## config.mk

```make
export PLATFORM = sky130hd
export DESIGN_NAME = pf_req_sched
export DESIGN_NICKNAME = d
export VERILOG_FILES = /design/src/rtl/pf_req_sched.sv
export SDC_FILE = /design/constraint.sdc
export NUM_CORES = 1
export LEC_CHECK = 0
export ABC_CLOCK_PERIOD_IN_PS = 33300
export BUFFER_PORTS_ARGS = -buffer_cell sky130_fd_sc_hd__clkbuf_2
export CORE_UTILIZATION = 59
export DETAILED_ROUTE_END_ITERATION = 8
export PLACE_DENSITY = 0.83
export SLEW_MARGIN = 20
export SYNTH_ARGS = -nofsm -noshare
export SYNTH_HDL_FRONTEND = slang
export SYNTH_SLANG_ARGS = --single-unit
```

## constraint.sdc

```tcl
create_clock -name clk -period 33.3 [get_ports clk]
set_input_delay 3.33 -clock clk [delete_from_list [all_inputs] [get_ports clk]]
set_output_delay 3.33 -clock clk [all_outputs]
set_load 0.01 [all_outputs]
```

## src/rtl/pf_req_sched.sv

```systemverilog
// Prefetch request scheduler: expands one prefetch op into up to MAX_DEGREE
// line requests and steers them to DC/L2 by weight and to pipe 0/1 by line bit.
module pf_req_sched #(
   parameter int LADDR_W       = 39,
   parameter int SPTBR_W       = 38,
   parameter int DELTA_W       = 8,
   parameter int WEIGHT_W      = 4,
   parameter int LINE_SHIFT    = 6,
   parameter int PAGE_SHIFT    = 12,
   parameter int MAX_DEGREE    = 4,
   parameter int DC_WEIGHT_MIN = 8
) (
   input  logic                clk,
   input  logic                reset,
   input  logic                pfgtopfe_op_valid,
   output logic                pfgtopfe_op_retry,
   input  logic [DELTA_W-1:0]  pfgtopfe_op_d,
   input  logic [WEIGHT_W-1:0] pfgtopfe_op_w,
   input  logic [LADDR_W-1:0]  pfgtopfe_op_laddr,
   input  logic [SPTBR_W-1:0]  pfgtopfe_op_sptbr,
   output logic                pftodc_req0_valid,
   input  logic                pftodc_req0_retry,
   output logic [LADDR_W-1:0]  pftodc_req0_laddr,
   output logic [SPTBR_W-1:0]  pftodc_req0_sptbr,
   output logic                pftodc_req1_valid,
   input  logic                pftodc_req1_retry,
   output logic [LADDR_W-1:0]  pftodc_req1_laddr,
   output logic [SPTBR_W-1:0]  pftodc_req1_sptbr,
   output logic                pftol2_req0_valid,
   input  logic                pftol2_req0_retry,
   output logic [LADDR_W-1:0]  pftol2_req0_laddr,
   output logic [SPTBR_W-1:0]  pftol2_req0_sptbr,
   output logic                pftol2_req1_valid,
   input  logic                pftol2_req1_retry,
   output logic [LADDR_W-1:0]  pftol2_req1_laddr,
   output logic [SPTBR_W-1:0]  pftol2_req1_sptbr,
   output logic [15:0]         pf_drop_cnt
);

   localparam logic [0:0] ST_IDLE  = 1'b0;
   localparam logic [0:0] ST_ISSUE = 1'b1;
   localparam int DEG_W  = $clog2(MAX_DEGREE + 1);
   localparam int PAGE_W = LADDR_W - PAGE_SHIFT;
   localparam int EXT_W  = LADDR_W - DELTA_W - LINE_SHIFT;

   logic [0:0]          r_state;
   logic [LADDR_W-1:0]  r_addr;
   logic [LADDR_W-1:0]  r_stride;
   logic [PAGE_W-1:0]   r_page;
   logic [SPTBR_W-1:0]  r_sptbr;
   logic                r_is_dc;
   logic [DEG_W-1:0]    r_k;
   logic [DEG_W-1:0]    r_degree;
   logic [15:0]         r_drop_cnt;

   // Slot index = {is_dc, pipe}: 0 L2 pipe0, 1 L2 pipe1, 2 DC pipe0, 3 DC pipe1.
   logic [3:0]          r_slot_valid;
   logic [LADDR_W-1:0]  r_slot_laddr [4];
   logic [SPTBR_W-1:0]  r_slot_sptbr [4];

   logic                w_accept;
   logic                w_op_null;
   logic                w_cross;
   logic                w_slot_free;
   logic                w_issue_ok;
   logic                w_drop;
   logic [1:0]          w_target;
   logic [3:0]          w_slot_retry;
   logic [3:0]          w_xfer;
   logic [3:0]          w_load;
   logic [LADDR_W-1:0]  w_stride;
   logic [LADDR_W-1:0]  w_base_line;
   logic [WEIGHT_W:0]   w_deg_raw;
   logic [DEG_W-1:0]    w_degree;
   logic                w_unused_bits;

   assign pfgtopfe_op_retry = (r_state != ST_IDLE) | reset;
   assign w_accept    = pfgtopfe_op_valid & ~pfgtopfe_op_retry;
   assign w_op_null   = (pfgtopfe_op_w == '0) || (pfgtopfe_op_d == '0);
   assign w_stride    = {{EXT_W{pfgtopfe_op_d[DELTA_W-1]}}, pfgtopfe_op_d, {LINE_SHIFT{1'b0}}};
   assign w_base_line = {pfgtopfe_op_laddr[LADDR_W-1:LINE_SHIFT], {LINE_SHIFT{1'b0}}};
   assign w_unused_bits = ^pfgtopfe_op_laddr[LINE_SHIFT-1:0];
   assign w_deg_raw   = ({1'b0, pfgtopfe_op_w} >> 2) + (WEIGHT_W+1)'(1);
   assign w_degree    = (w_deg_raw >= (WEIGHT_W+1)'(MAX_DEGREE)) ? DEG_W'(MAX_DEGREE)
                                                                 : w_deg_raw[DEG_W-1:0];

   assign w_slot_retry = {pftodc_req1_retry, pftodc_req0_retry,
                          pftol2_req1_retry, pftol2_req0_retry};
   assign w_target     = {r_is_dc, r_addr[LINE_SHIFT]};
   assign w_cross      = r_addr[LADDR_W-1:PAGE_SHIFT] != r_page;
   // A slot that hands off this cycle can take the next candidate immediately.
   assign w_slot_free  = ~r_slot_valid[w_target] | w_xfer[w_target];
   assign w_issue_ok   = (r_state == ST_ISSUE) & ~w_cross & w_slot_free;
   assign w_drop       = (w_accept & w_op_null) | ((r_state == ST_ISSUE) & w_cross);

   genvar gi;
   generate
      for (gi = 0; gi < 4; gi++) begin : g_slot_ctl
         assign w_xfer[gi] = r_slot_valid[gi] & ~w_slot_retry[gi];
         assign w_load[gi] = w_issue_ok & (w_target == 2'(gi));
      end
   endgenerate

   always_ff @(posedge clk or posedge reset) begin
      if (reset) begin
         r_slot_valid <= '0;
         for (int i = 0; i < 4; i++) begin
            r_slot_laddr[i] <= '0;
            r_slot_sptbr[i] <= '0;
         end
      end else begin
         for (int i = 0; i < 4; i++) begin
            if (w_load[i]) begin
               r_slot_valid[i] <= 1'b1;
               r_slot_laddr[i] <= r_addr;
               r_slot_sptbr[i] <= r_sptbr;
            end else if (w_xfer[i]) begin
               r_slot_valid[i] <= 1'b0;
            end
         end
      end
   end

   always_ff @(posedge clk or posedge reset) begin
      if (reset) begin
         r_state    <= ST_IDLE;
         r_addr     <= '0;
         r_stride   <= '0;
         r_page     <= '0;
         r_sptbr    <= '0;
         r_is_dc    <= 1'b0;
         r_k        <= '0;
         r_degree   <= '0;
         r_drop_cnt <= '0;
      end else begin
         if (w_drop && (r_drop_cnt != 16'hFFFF))
            r_drop_cnt <= r_drop_cnt + 16'd1;
         case (r_state)
            ST_IDLE: begin
               if (w_accept) begin
                  // r_addr always holds the k-th candidate, starting at k=1.
                  r_addr   <= w_base_line + w_stride;
                  r_stride <= w_stride;
                  r_page   <= w_base_line[LADDR_W-1:PAGE_SHIFT];
                  r_sptbr  <= pfgtopfe_op_sptbr;
                  r_is_dc  <= pfgtopfe_op_w >= WEIGHT_W'(DC_WEIGHT_MIN);
                  r_k      <= DEG_W'(1);
                  r_degree <= w_degree;
                  if (!w_op_null)
                     r_state <= ST_ISSUE;
               end
            end
            default: begin
               if (w_cross) begin
                  r_state <= ST_IDLE;
               end else if (w_issue_ok) begin
                  if (r_k == r_degree) begin
                     r_state <= ST_IDLE;
                  end else begin
                     r_k    <= r_k + DEG_W'(1);
                     r_addr <= r_addr + r_stride;
                  end
               end
            end
         endcase
      end
   end

   assign pftol2_req0_valid = r_slot_valid[0];
   assign pftol2_req0_laddr = r_slot_laddr[0];
   assign pftol2_req0_sptbr = r_slot_sptbr[0];
   assign pftol2_req1_valid = r_slot_valid[1];
   assign pftol2_req1_laddr = r_slot_laddr[1];
   assign pftol2_req1_sptbr = r_slot_sptbr[1];
   assign pftodc_req0_valid = r_slot_valid[2];
   assign pftodc_req0_laddr = r_slot_laddr[2];
   assign pftodc_req0_sptbr = r_slot_sptbr[2];
   assign pftodc_req1_valid = r_slot_valid[3];
   assign pftodc_req1_laddr = r_slot_laddr[3];
   assign pftodc_req1_sptbr = r_slot_sptbr[3];
   assign pf_drop_cnt       = r_drop_cnt;

endmodule

```

== After elaboration in Yosys (flattened, before gate mapping) ==
Index checks and enable logic that the tools add are counted.
Storage, ports and cells
  register bits after elaboration: 448
  bits of input ports: 96
  output and inout bits: 329
  logic and storage cells: 103
Operators by class
  add/sub/neg operators: 5
  magnitude comparators: 3
  equality and inequality tests: 9
  mux-type cells: 29
  bitwise operators: 24
  reductions and logical operators: 12
Operators with widths (count)
  39-bit 2-to-1 mux: 5
  39-bit adder: 2
  27-bit != test: 1
  3-bit 2-to-1 mux: 6
  16-bit by 1-bit adder with 16-bit output (second input constant): 1
  1-bit 2-to-1 mux: 16
  16-bit != test (second input constant): 1
  1-bit AND: 13
  2-bit nonzero test: 5
  8-bit zero test: 1
  1-bit NOT: 8
  1-bit binary-select mux with 2-bit select: 2
  2-bit equality test (second input constant): 2
  4-bit greater-or-equal comparator (second input constant): 1
  4-bit zero test: 1
  2-bit != test (second input constant): 2
  4-bit AND reduction: 1
  2-bit by 1-bit adder with 3-bit output (second input constant): 1
  3-bit by 1-bit adder with 3-bit output (second input constant): 1
  3-bit equality test: 1
  3-bit greater-or-equal comparator (second input constant): 1
  2-bit by 3-bit less-than comparator with 1-bit output (second input constant): 1
  1-bit OR: 3
  2-bit by 1-bit equality test with 1-bit output (second input constant): 1
  other kinds (5): 5

== Depth between registers and ports, before layout ==
Gate-level depths: netlist of the first run.
  depth in word-level cells: 9
  gate-level depth with buffers: 11
  mapped depth without buffers: 11

== Worst setup path before layout of the first run ==
OpenSTA, ideal clock, no wires.
  kind: input -> output
  from: input reset
  to: output pfgtopfe_op_retry
  data arrival time: 3.535 ns
  data required time: 29.970 ns
  slack: 26.435 ns
  cell stages on the path: 2
  buffers on the path: 0
  cells stage by stage: nor2_1 inv_1
On the way
  cells in the longest elaborated chain, start to end: 1
RTL lines
  start: declaration: RTL line 14  | input logic reset,
  1-bit OR: RTL line 77  | assign pfgtopfe_op_retry = (r_state != ST_IDLE) | reset;
  end: declaration: RTL line 16  | output logic pfgtopfe_op_retry,
No other way between the ends.

== Final worst setup path of the first run ==
Same ends and word-level chain as after synthesis.

==> reports/metrics.cfg, run 1 <==
[die]
dieArea_sq_um = 34500
start_util_pct = 60.6
die_x_um = 186
die_y_um = 186
row_count = 66
ios = 425
core_area_sq_um = 32900

[timing]
layout_min_cycle_time_ps = 7260
fmax_mhz = 138
setup_viol = 0
fin_skew_ps = 21.2
fin_tns_setup_ps = 0
whs_ps = 479
hold_viol = 0
relSlewSlack_pct = 26.1
finalCritPeriodShare_pct = 21.8
finalMaxSlewViolations = 0
worstMarginPinSlew_ps = 1110
rsz0062_at_grt = no

[cts]
cts.sinks = 418
cts_hold_buffers = 0
clockBufferDepth = 3
clk_latency_ps = 550
ctsRootBufferMaster = clkbuf_16
numCtsBuffers = 42
post_cts_resize_count = 0
cts_htree_levels = 2
clkSlewWorstSetupHoldPaths_ps = 60
cts_setup_buffers = 0
cts_tree = built

[logic_synthesis]
synth-seq-cells = 418
async_flop_share_pct = 100
synthCells = 1736
ys_types = 74
synthTopCellsByArea = dfrtp_1 52%, mux2_2 16%, nand2_1 5.6%
synth_flop_cell = dfrtp_1
synth_top_area_cell = dfrtp_1
synth_edf_count = 0
synth_top_area_share_pct = 52.5
netlist_area_sq_um = 19900
synth.yosys.warnings = 0
synth.avg_cell_area_sq_um = 11.5
yosysSeqAreaShare_pct = 52.5

[final_layout]
seqCellArea_sq_um = 10500
instances_no_fill = 2586
syn_to_final_growth_pct = 17.8
nFillCells = 2271
final_common_cell = dfrtp_1
drive_gt1_share_pct = 35.9
final_cell_mix = 418 x dfrtp_1, 394 x clkbuf_2, 295 x nand2_1
multiInputGateArea_sq_um = 8880
nets = 2280

[placement]
dp_hpwl_mm = 39.1
io_buffers = 394
place.gp.congestion = 0.951
dp.cells = 2510

[job]
maxCapViolCount = 0

[global_routing]
grt_usage_pct = 32.3
overflow = 0
antenna_found_initial = 3
grt_max_degree = 142
grt_pass1_vias = 15200
grt_pass1_wl_mm = 84.9

[hold_path]
min_path_cells = 2
hold_path.class = reg2reg

[setup_path]
critPathKind = in2out
worstSetupStartpointType = input port
rr_worst_depth = 9
cp.arrival_ps = 3930
required_ps = 29970
endpoint_kind = output pin
path_max_fanout = 3

[routing]
drt_iter0_markers = 1038
drtPass1Iterations = 5
remaining_drc_errors = 0
vias = 15200
ant_nets = 0
drt_wl_total_mm = 56.1
via_per_inst = 5.86
routedWlPerCell_um = 21.7

[power_and_ir_drop]
p_per_area_nw_per_um2 = 56.9
p_leak_uw = 0.0126
irDropWorstVdd_v = 0.0000353
finalPower_uw = 1340

[status]
status = finished clean

==> critical path: stages <==
cell and delay [ps]:
clkbuf_2 130, nor2_1 270, inv_1 70, clkbuf_2 130
==> cell type report <==
type | count | share of cell area (%)
Inverter | 19 | 0.336
Antenna cell | 3 | 0.0320
Tap cell | 442 | 2.36
Sequential cell | 418 | 44.6
Multi-Input combinational cell | 1224 | 37.9
Clock inverter | 12 | 0.699
Timing Repair Buffer | 407 | 8.84
Clock buffer | 61 | 5.30
==> kinds of logic after synthesis <==
family / share of synthesized area (%)
AOI/OAI and AO/OA: 7.96
xor gates and xnor gates: 4.40
adders and majority gates: 4.60
buffers and inverters: 3.52
DFF: 52.5
muxes: 16.6
other: 0.0188
and+or+nand+nor: 10.5
==> final timing paths <==
check / startpoint / end / slack, ps
hold / removal: r_stride[8]$_DFFE_PP0P_ / r_stride[8]$_DFFE_PP0P_ / 480
setup / recovery: reset / pfgtopfe_op_retry / 26040
hold reg to reg: r_stride[8]$_DFFE_PP0P_ / r_stride[8]$_DFFE_PP0P_ / 480
max in group asynchronous: reset / pf_drop_cnt[1]$_DFFE_PP0P_ / 28260
setup reg to reg: r_addr[24]$_DFFE_PP0P_ / pftol2_req1_laddr[37]$_DFFE_PP0P_ / 29470
min in group asynchronous: reset / r_page[11]$_DFFE_PP0P_ / 3020
==> flip-flops by register name (all words and copies together) (netlist names) <==
register	cells
pftodc_req1_laddr	33
r_sptbr	38
r_addr	33
r_state	1
pf_drop_cnt	16
r_stride	8
r_degree	3
r_page	27
pftol2_req1_laddr	33
r_k	3
pftodc_req0_sptbr	38
r_slot_valid	4
r_is_dc	1
pftodc_req1_sptbr	38
pftol2_req0_sptbr	38
pftol2_req0_laddr	33
pftol2_req1_sptbr	38
pftodc_req0_laddr	33
==> routing by layer <==
layer  track usage [%]  vias up  part of all wire (%)
met5                 0        -                     0
met4              19.5        0                   5.8
met3              6.14      170                   7.6
met2              54.3      672                    49
met1              38.4     7533                    37
li1                  -     6778                     -
==> stage by stage <==
stage	cell area, sq um	setup slack [ps]	utilization [%]
after floorplan	20000	18340	-
after CTS	23400	26030	71.3
after global routing	23500	25990	71.4
after detailed placement	22000	26030	67.1
after global placement	22000	26060	67.1
final	23500	26040	71.4
==> synthesized netlist by cell type (6+ instances only) <==
library cell and number:
clkbuf_1 36, nor3_1 15, buf_1 10, nand2b_1 7
nor2_1 73, inv_1 18, a211oi_1 10, xor2_1 47
nor4_1 12, o21a_1 9, a31oi_1 9, nor2b_1 11
o21bai_1 6, buf_6 21, mux2_2 275, nand2_1 296
o21ai_0 53, dfrtp_1 418, xnor2_1 53, a21oi_1 92
mux2i_1 10, a21o_1 26, buf_4 26, and3_1 8
nand3_1 21, ha_1 70, mux2_1 7, nand4_1 14
o31ai_1 6
==> report_power, final <==
part	total, uW	switching [uW]	internal, uW
logic	261	156	105
registers	593	56.6	536
clock network	482	193	289
total	1340	405	931
(Power assumes the default switching activity.)
==> inputs of run 2 (changes only) <==
ABC_CLOCK_PERIOD_IN_PS = 7220   (was 33300)
CORE_UTILIZATION = 55   (was 59)
PLACE_DENSITY = 0.78   (was 0.83)
clock period = 7.22 ns   (was 33.3 ns; I/O delays follow)
==> run 2 against run 1 <==
Against the previous run:
- flip-flop and latch count stayed put
- critical path depth is 6 higher
- worst hold slack worse by 190 ps
- clock-buffer cell count is 7 higher
- cell area is 0.69% higher
- sequential power grew to 4.6 times the previous value
- via count is 1.6% lower
- largest cell class unchanged
==> reports/metrics.cfg, run 2 (same netlist as run 1, synthesis figures left out) <==
[final_layout]
syn_to_final_growth_pct = 18.6
stdcell_area_sq_um = 23600  ; +0.69%
instances_no_fill = 2615  ; +1.1%
nets = 2284  ; +0.18%
drive_gt1_share_pct = 36.1  ; +0.19 points
final_common_cell = dfrtp_1
final_cell_mix = 418 x dfrtp_1, 394 x clkbuf_2, 295 x nand2_1

[cts]
clockBufferDepth = 3  ; unchanged
ctsRootBufferMaster = clkbuf_16
clk_latency_ps = 550  ; about the same
cts.sinks = 418  ; unchanged
cts_htree_levels = 2  ; unchanged
cts_tree = built
clkSlewWorstSetupHoldPaths_ps = 60  ; about the same
cts_setup_buffers = 0  ; unchanged
numCtsBuffers = 44  ; +4.8%
cts_hold_buffers = 0  ; unchanged
post_cts_resize_count = 0  ; unchanged

[placement]
dp_hpwl_mm = 37.5  ; -4.0%
dp.cells = 2531  ; +0.84%
pre_cts_ws_ps = 3200  ; -22830 ps
place.gp.congestion = 0.902  ; -5.2%
dpl_cell_area_sq_um = 22100  ; +0.28%
io_buffers = 394  ; unchanged

[power_and_ir_drop]
p_leak_uw = 0.0127  ; +0.52%
seq_power_share_pct = 43.5  ; -0.9 points
irDropWorstVdd_v = 0.000240  ; +580%
switching_share_pct = 30.0  ; -0.37 points
p_int_uw = 4380  ; +370%
finalPower_uw = 6250  ; +370%
p_clk_share_pct = 37.3  ; +1.2 points
pwr-share-comb_pct = 19.2  ; -0.3 points
power_switching_uw = 1870  ; +360%
p_per_area_nw_per_um2 = 265  ; +360%

[global_routing]
grt_usage_pct = 28.2  ; -4.0 points
overflow = 0  ; unchanged
grt_pass1_wl_mm = 80.6  ; -5.0%
antenna_found_initial = 2  ; -1
grt_max_degree = 157  ; +11%
grt_pass1_vias = 14500  ; -4.9%

[timing]
rsz0062_at_grt = no
fin_skew_ps = 15.1  ; -6.16 ps
finalMaxSlewViolations = 0  ; unchanged
finalCritPeriodShare_pct = 54.8
relSlewSlack_pct = 27.6  ; +1.5 points
setup_viol = 0  ; unchanged
fin_tns_setup_ps = 0  ; unchanged
fmax_mhz = 253
worst_slack_ps = 3260  ; -22780 ps
worstMarginPinSlew_ps = 1090  ; -21.8 ps
hold_viol = 0  ; unchanged
layout_min_cycle_time_ps = 3960

[setup_path]
path_max_fanout = 53  ; +50
critPathKind = reg2reg
required_ps = 7650  ; -22320 ps
worstSetupStartpointType = flop
reg2reg_slack_ps = 3260  ; -26210 ps
endpoint_kind = flop
cp.arrival_ps = 4390  ; +460 ps

[job]
maxCapViolCount = 0  ; unchanged

[routing]
via_per_inst = 5.70  ; -2.7%
routedWlPerCell_um = 20.3  ; -6.5%
remaining_drc_errors = 0  ; unchanged
drt_iter0_markers = 890  ; -14%
drtPass1Iterations = 5  ; unchanged
vias = 14900  ; -1.6%
drt_wl_total_mm = 53.1  ; -5.5%
ant_nets = 0  ; unchanged

[die]
die_x_um = 192  ; +3.5%
start_util_pct = 56.0  ; -4.6 points
core_area_sq_um = 35600  ; +8.2%
ios = 425  ; unchanged
row_count = 69  ; +4.5%
die_y_um = 192  ; +3.5%
dieArea_sq_um = 37000  ; +7.2%

[hold_path]
hold_path.class = in2async

[status]
status = finished clean

[run 2: cell types whose count changed in the layout (fill, tap and decap cells not counted), moves of 2 or more]
cell       delta
clkbuf_8      +2
clkbuf_16     +2
clkbuf_1      +3
buf_12        +2
[run 2: worst max-delay path, stage by stage, from the launching register on]
cell and delay, ps:
dfrtp_1 500, xor2_1 220, nor4_1 340, nand4_1 160, nor4_2 510, and2_4 270
nand2_2 110, nor3b_2 200, buf_4 330, buf_4 720, mux2_2 420
[run 2: metrics by stage]
stage                     utilization [%]  hold slack (ps)
final                                66.4              292
after global routing                 66.4              316
after CTS                            66.4              283
after detailed placement             62.1              452
after global placement               62.1              451
after floorplan                         -              450
[run 2: layout make-up]
cell class / count / area (sq um)
fillers: 2633 / 11900
flip-flops and latches: 418 / 10500
multi-input cells: 1224 / 8880
repair buffers: 409 / 2110
clock buffers: 68 / 1330
well taps: 461 / 577
clock inverters: 14 / 184
inverters: 19 / 75.1
diodes: 2 / 5.00
[run 2: routing by layer]
layer / global-route usage [%] / part of all wire (%) / vias up
li1: - / - / 6795
met2: 47.2 / 49 / 579
met3: 5.44 / 6.7 / 134
met1: 35.8 / 41 / 7400
met5: 0 / 0 / -
met4: 11.9 / 4.2 / 0
[run 2: power by group through the flow]
| stage | logic, uW | registers (uW) | clock network [uW] |
|---|---|---|---|
| floorplan | 906 | 2650 | 0 |
| global placement | 1150 | 2740 | 0 |
| detailed placement | 1170 | 2750 | 0 |
| CTS | 1180 | 2710 | 2370 |
| global route | 1330 | 2740 | 2460 |
| finish | 1200 | 2720 | 2330 |
[run 2: path summary, 6_finish.rpt]
kind / depth (start not counted) / end / startpoint
max: 10 / pftodc_req0_laddr[30]$_DFFE_PP0P_ / r_addr[17]$_DFFE_PP0P_
min: 2 / pftodc_req1_laddr[32]$_DFFE_PP0P_ / reset
max reg2reg: 10 / pftodc_req0_laddr[30]$_DFFE_PP0P_ / r_addr[17]$_DFFE_PP0P_
min reg2reg: 1 / pftodc_req1_laddr[6]$_DFFE_PP0P_ / pftodc_req1_laddr[6]$_DFFE_PP0P_
max in group asynchronous: 4 / r_page[11]$_DFFE_PP0P_ / reset
min in group clk: 3 / r_sptbr[0]$_DFFE_PP0P_ / pfgtopfe_op_sptbr[0]
